[config.mk]
export PLATFORM = sky130hd
export DESIGN_NAME = data_cache
export DESIGN_NICKNAME = d
export VERILOG_FILES = /design/src/rtl/data_cache_pkg.sv /design/src/rtl/data_cache_line_array.sv /design/src/rtl/data_cache.sv
export SDC_FILE = /design/constraint.sdc
export NUM_CORES = 2
export LEC_CHECK = 0
export ABC_AREA = 0
export BUFFER_PORTS_ARGS = -buffer_cell sky130_fd_sc_hd__buf_2
export CORE_ASPECT_RATIO = 1.5
export CORE_MARGIN = 1.5
export CORE_UTILIZATION = 60
export DETAILED_ROUTE_END_ITERATION = 8
export GPL_TIMING_DRIVEN = 0
export PLACE_DENSITY = 0.79
export SLEW_MARGIN = 20
export SYNTH_ARGS = -nofsm -noshare
export SYNTH_HDL_FRONTEND = slang
export SYNTH_SLANG_ARGS = --single-unit
[constraint.sdc]
create_clock -name CLOCK -period 6.7 [get_ports CLOCK]
set_input_delay 0.335 -clock CLOCK [delete_from_list [all_inputs] [get_ports CLOCK]]
set_output_delay 0.335 -clock CLOCK [all_outputs]
set_load 0.005 [all_outputs]
[src/rtl/data_cache_pkg.sv]
// rtl/data_cache_pkg.sv - shared geometry, address field widths and FSM state encoding for data_cache
package data_cache_pkg;
   localparam int NUM_SETS   = 8;
   localparam int IDX_W      = $clog2(NUM_SETS);
   localparam int BLOCK_W    = 128;
   localparam int MEM_ADDR_W = 28;
   localparam int TAG_W      = MEM_ADDR_W - IDX_W;

   typedef enum logic [1:0] {
      ST_IDLE      = 2'd0,
      ST_WRITEBACK = 2'd1,
      ST_FETCH     = 2'd2,
      ST_UPDATE    = 2'd3
   } state_t;
endpackage

[src/rtl/data_cache_line_array.sv]
// rtl/data_cache_line_array.sv - valid/dirty/tag/data storage, one async read port, one write port
module data_cache_line_array
   import data_cache_pkg::*;
(
   input  logic               i_clk,
   input  logic               i_rst,
   input  logic [IDX_W-1:0]   i_rd_idx,
   output logic               o_valid,
   output logic               o_dirty,
   output logic [TAG_W-1:0]   o_tag,
   output logic [BLOCK_W-1:0] o_data,
   input  logic [IDX_W-1:0]   i_wr_idx,
   input  logic               i_fill_en,
   input  logic [TAG_W-1:0]   i_fill_tag,
   input  logic [BLOCK_W-1:0] i_fill_data,
   input  logic               i_word_en,
   input  logic [1:0]         i_word_sel,
   input  logic [31:0]        i_word_data,
   input  logic [3:0]         i_word_strb
);
   logic [NUM_SETS-1:0] r_valid;
   logic [NUM_SETS-1:0] r_dirty;
   logic [TAG_W-1:0]    r_tag  [NUM_SETS];
   logic [BLOCK_W-1:0]  r_data [NUM_SETS];

   assign o_valid = r_valid[i_rd_idx];
   assign o_dirty = r_dirty[i_rd_idx];
   assign o_tag   = r_tag[i_rd_idx];
   assign o_data  = r_data[i_rd_idx];

   always_ff @(posedge i_clk) begin
      if (i_rst) begin
         r_valid <= '0;
         r_dirty <= '0;
      end else if (i_fill_en) begin
         r_valid[i_wr_idx] <= 1'b1;
         r_dirty[i_wr_idx] <= 1'b0;
      end else if (i_word_en) begin
         r_dirty[i_wr_idx] <= 1'b1;
      end
   end

   // Tag and data are left uninitialised; the valid bits alone gate their use.
   always_ff @(posedge i_clk) begin
      if (i_fill_en) begin
         r_tag[i_wr_idx]  <= i_fill_tag;
         r_data[i_wr_idx] <= i_fill_data;
      end else if (i_word_en) begin
         for (int b = 0; b < 4; b++) begin
            if (i_word_strb[b])
               r_data[i_wr_idx][{i_word_sel, 5'd0} + 7'(b * 8) +: 8] <= i_word_data[b*8 +: 8];
         end
      end
   end
endmodule

[src/rtl/data_cache.sv]
// rtl/data_cache.sv - direct-mapped write-back write-allocate L1 data cache
module data_cache
   import data_cache_pkg::*;
(
   input  logic                  CLOCK,
   input  logic                  RESET,
   input  logic                  READ,
   input  logic                  WRITE,
   input  logic [31:0]           ADDRESS,
   input  logic [31:0]           WRITEDATA,
   input  logic [3:0]            WSTRB,
   output logic [31:0]           READDATA,
   output logic                  BUSYWAIT,
   output logic                  MEM_READ,
   output logic                  MEM_WRITE,
   output logic [MEM_ADDR_W-1:0] MEM_ADDRESS,
   output logic [BLOCK_W-1:0]    MEM_WRITEDATA,
   input  logic [BLOCK_W-1:0]    MEM_READDATA,
   input  logic                  MEM_BUSYWAIT
);
   state_t                r_state;
   logic                  r_mem_read;
   logic                  r_mem_write;
   logic [MEM_ADDR_W-1:0] r_mem_addr;
   logic [BLOCK_W-1:0]    r_mem_wdata;
   logic [MEM_ADDR_W-1:0] r_miss_addr;
   logic [BLOCK_W-1:0]    r_fill_data;

   logic [IDX_W-1:0]      w_idx;
   logic [TAG_W-1:0]      w_tag;
   logic                  w_valid;
   logic                  w_dirty;
   logic [TAG_W-1:0]      w_line_tag;
   logic [BLOCK_W-1:0]    w_line_data;
   logic                  w_hit;
   logic                  w_access;
   logic                  w_fill_en;
   logic                  w_word_en;
   logic [IDX_W-1:0]      w_wr_idx;
   logic                  w_unused;

   assign w_idx    = ADDRESS[3+IDX_W:4];
   assign w_tag    = ADDRESS[31:4+IDX_W];
   assign w_hit    = w_valid && (w_line_tag == w_tag);
   assign w_access = READ ^ WRITE;
   assign w_unused = &{1'b0, ADDRESS[1:0]};

   assign BUSYWAIT      = w_access && !(r_state == ST_IDLE && w_hit);
   assign READDATA      = w_line_data[{ADDRESS[3:2], 5'd0} +: 32];
   assign MEM_READ      = r_mem_read;
   assign MEM_WRITE     = r_mem_write;
   assign MEM_ADDRESS   = r_mem_addr;
   assign MEM_WRITEDATA = r_mem_wdata;

   // The fill targets the latched miss address so a dropped CPU request cannot redirect it.
   assign w_fill_en = (r_state == ST_UPDATE) && !RESET;
   assign w_word_en = (r_state == ST_IDLE) && WRITE && !READ && w_hit && !RESET;
   assign w_wr_idx  = (r_state == ST_UPDATE) ? r_miss_addr[IDX_W-1:0] : w_idx;

   data_cache_line_array u_lines (
      .i_clk       (CLOCK),
      .i_rst       (RESET),
      .i_rd_idx    (w_idx),
      .o_valid     (w_valid),
      .o_dirty     (w_dirty),
      .o_tag       (w_line_tag),
      .o_data      (w_line_data),
      .i_wr_idx    (w_wr_idx),
      .i_fill_en   (w_fill_en),
      .i_fill_tag  (r_miss_addr[MEM_ADDR_W-1:IDX_W]),
      .i_fill_data (r_fill_data),
      .i_word_en   (w_word_en),
      .i_word_sel  (ADDRESS[3:2]),
      .i_word_data (WRITEDATA),
      .i_word_strb (WSTRB)
   );

   always_ff @(posedge CLOCK) begin
      if (RESET) begin
         r_state     <= ST_IDLE;
         r_mem_read  <= 1'b0;
         r_mem_write <= 1'b0;
         r_mem_addr  <= '0;
         r_mem_wdata <= '0;
         r_miss_addr <= '0;
         r_fill_data <= '0;
      end else begin
         case (r_state)
            ST_IDLE: begin
               if (w_access && !w_hit) begin
                  r_miss_addr <= ADDRESS[31:4];
                  if (w_dirty) begin
                     r_state     <= ST_WRITEBACK;
                     r_mem_write <= 1'b1;
                     r_mem_addr  <= {w_line_tag, w_idx};
                     r_mem_wdata <= w_line_data;
                  end else begin
                     r_state    <= ST_FETCH;
                     r_mem_read <= 1'b1;
                     r_mem_addr <= ADDRESS[31:4];
                  end
               end
            end
            ST_WRITEBACK: begin
               // Hand straight over to the fetch so the request line never idles.
               if (!MEM_BUSYWAIT) begin
                  r_state     <= ST_FETCH;
                  r_mem_write <= 1'b0;
                  r_mem_read  <= 1'b1;
                  r_mem_addr  <= r_miss_addr;
               end
            end
            ST_FETCH: begin
               if (!MEM_BUSYWAIT) begin
                  r_state     <= ST_UPDATE;
                  r_mem_read  <= 1'b0;
                  r_fill_data <= MEM_READDATA;
               end
            end
            ST_UPDATE: r_state <= ST_IDLE;
            default:   r_state <= ST_IDLE;
         endcase
      end
   end
endmodule
==> results.yml <==
logic_synthesis:
  yosys_warnings: 0
  synth_area_per_cell_um2: 15.0
  synth_top_cell_area_share_pct: 57.9
  syn_area_mm2: 0.0635
  async_reset_ff_share_pct: 0
  synth-seq-cells: 1556
  synth_cells: 4222
  yosys.area.top_type: "edfxtp_1"
  ys_seq_area_share_pct: 68.3
  synth_edf_count: 1224
  syn-num-nets: 4433
  synth_ff_type: "edfxtp_1"
  synthDistinctLibCells: 55
  synthTopCellsByArea: "edfxtp_1 (58%), mux4_2 (11%), dfxtp_1 (10%), a21oi_1 (3.7%), mux2_2 (3.4%)"
hold_path:
  holdCritPathClass: "input pin to register"
  hold_start: "READ"
pwr:
  p_leak_nw: 24.5
  power_density_mw_per_mm2: 300
  ir_drop_v: 0.000254
grt:
  grtUsageTotal_pct: 46.1
  overflow: 0
  antenna_found_initial: 57
  grt_pass1_wl_um: 333000
  first_global_vias: 43696
  grt_max_degree: 17
place:
  io_buffers: 388
  place_ws_ns: -0.568
  hpwl_um: 174000
  place_congestion: 1.06
setup_path:
  critical_path.max_fanout: 10
  critPathSlowestCell: "clkbuf_1"
  critPathLaunchType: "input pin"
  required_ns: 6.36
  timing.critical_path.from: "ADDRESS[6]"
  end_kind: "output port"
  critPathKind: "input pin to output port"
  max_stage_delay_ns: 0.89
  rr_startpoint: "u_lines.r_tag[2][4]"
  worstPathArrival_ns: 6.43
  cp_cell_sequence: "buf_2 -> buf_2 -> clkbuf_2 -> mux4_2 -> mux2i_1 -> xor2_1 -> nand3_1 -> or4b_1 -> nor4_2 -> clkbuf_1 -> clkbuf_1 -> a21oi_1 -> buf_2"
  cp_common_cell: "buf_2"
detailed_routing:
  ant_nets: 0
  drt_iter0_drc: 7214
  wire_per_inst_um: 38.0
  dr.pass1.iters: 7
  via_per_inst: 7.04
  drc: 0
  routed_wl_um: 247000
  routed-via-count: 45778
clock_tree:
  clockBufferDepth: 3
  cts_max_level: 4
  path_clk_slew_ns: 0.06
  cts_resized: 0
  cts.sinks: 1556
  clock-root-buffer: "clkbuf_16"
  cts_tree: "done"
  cts_made_buffers: 143
  post_cts_buffers: 0
  clk_latency_ns: 0.80
sta:
  slew_viol_final: 0
  skew_ns: 0.0329
  timing_hold_violations_final: 0
  relSlewSlack_pct: 4.00
  finalSetupTns_ns: -0.0678
  timing.hold.ws_ns: 0.247
  post-route-period-util_pct: 101
  rsz0062_at_grt: "no"
  max_freq_mhz: 148
  tightest_slew_ns: 1.44
  finalSetupViolCount: 1
  post-route-worst-setup-slack_ns: -0.0678
  period_needed_ns: 6.77
cells_and_area:
  final_cell_mix: "edfxtp_1 (1224), a21oi_1 (432), buf_2 (427)"
  final_core_util_pct: 70.5
  num-fill-cells: 6779
  final_net_count: 5133
  mostFrequentLayoutCell: "edfxtp_1"
  drive_gt1_share_pct: 24.6
  area_growth_pct: 16.7
die:
  die-area_mm2: 0.108
  io_pins: 392
  core_area_mm2: 0.105
  die_h_um: 401
  die_w_um: 269
  rows: 146
  start_util_pct: 60.4
status:
  status: "finished with violations"
  violations: "negative setup slack"
flow_run:
  maxCapViolations: 0
logic make-up (layout without fill, tap and decap cells):
group                      Yosys count  after routing  share of synthesized area [%]
AOI/OAI and AO/OA                  674            674                           5.78
other                                0             56                              0
and+or+nand+nor                    883            883                           6.37
adders and majority gates           10             10                          0.197
muxes                              627            627                           16.3
DFF                               1556           1556                           68.3
buffers and inverters              459           1280                           2.84
xor gates and xnor gates            13             13                          0.179
Yosys cell counts, types with 27 or more instances:
cell and count:
o21ai_0 68, dfxtp_1 332, buf_1 48, nor2_1 34, nand3_1 61, o22ai_1 39, o31ai_1 53, clkbuf_1 245
and3_1 27, a21oi_1 469, nand2_1 394, mux2i_1 131, edfxtp_1 1224, inv_1 126, buf_2 33, mux2_2 189
mux4_2 306, nor3_1 284, nand4_1 35
where the power goes:
part / switching, mW / internal, mW / total, mW / leakage (nW)
logic: 1.94 / 0.792 / 2.73 / 8.26
clock network: 3.75 / 4.59 / 8.34 / 2.29
registers: 0.253 / 10.9 / 11.1 / 14.0
total: 5.94 / 16.3 / 22.2 / 24.5
critical path: cells and delay by family:
family                    cells  cell delay, ns
and+or+nand+nor               3            1.65
muxes                         2            0.81
buffers and inverters         6            2.82
AOI/OAI and AO/OA             1            0.22
xor gates and xnor gates      1            0.55
metrics by stage:
step / cells / total power, mW / area [µm²]
floorplan: 4222 / 12.5 / 63500
global placement: 6016 / 13.7 / 67200
detailed placement: 6027 / 13.8 / 67600
CTS: 6447 / 21.9 / 73900
global route: 6459 / 22.5 / 74000
finish: 6505 / 22.2 / 74100
final timing paths:
path / end / slack, ns / cells past startpoint
worst min-delay path: r_state[0] / 0.25 / 4
worst max register to register: u_lines.r_data[3][60] / 0.32 / 9
worst min register to register: r_fill_data[10] / 0.46 / 2
worst max-delay path: BUSYWAIT / -0.07 / 13
routing by layer:
layer,vias to the layer above,GRT usage (%),part of all wire (%)
met3,1343,20.5,15
li1,17726,-,-
met1,22195,50.6,30
met5,-,1.42,0.20
met2,4478,66.0,43
met4,36,43.2,11
repair_timing:
action | in CTS | in global routing
endpoints found under the setup margin | 0 | 0
hold endpoints to repair | 154 | 0
hold buffers | 154 | 0
flip-flops by register name, indices dropped and copies added (netlist names), named ones only:
register         count
MEM_ADDRESS         28
r_miss_addr         28
u_lines.r_valid      8
u_lines.r_data    1024
MEM_WRITE            1
MEM_WRITEDATA      128
r_fill_data        128
u_lines.r_tag      200
MEM_READ             1
r_state              2
layout make-up:
| type | instances | area, µm² | area share, % |
|---|---|---|---|
| antenna | 56 | 140 | 0.189 |
| inverter | 128 | 480 | 0.648 |
| buffer | 331 | 1370 | 1.85 |
| timing repair buffer | 555 | 3730 | 5.03 |
| clock inverter | 81 | 739 | 0.997 |
| clock buffer | 185 | 3980 | 5.37 |
| sequential | 1556 | 43400 | 58.5 |
| tap | 1406 | 1760 | 2.37 |
| multi-input combinational | 2207 | 18500 | 25.0 |
Note: power is estimated with default switching activity, not from simulation.
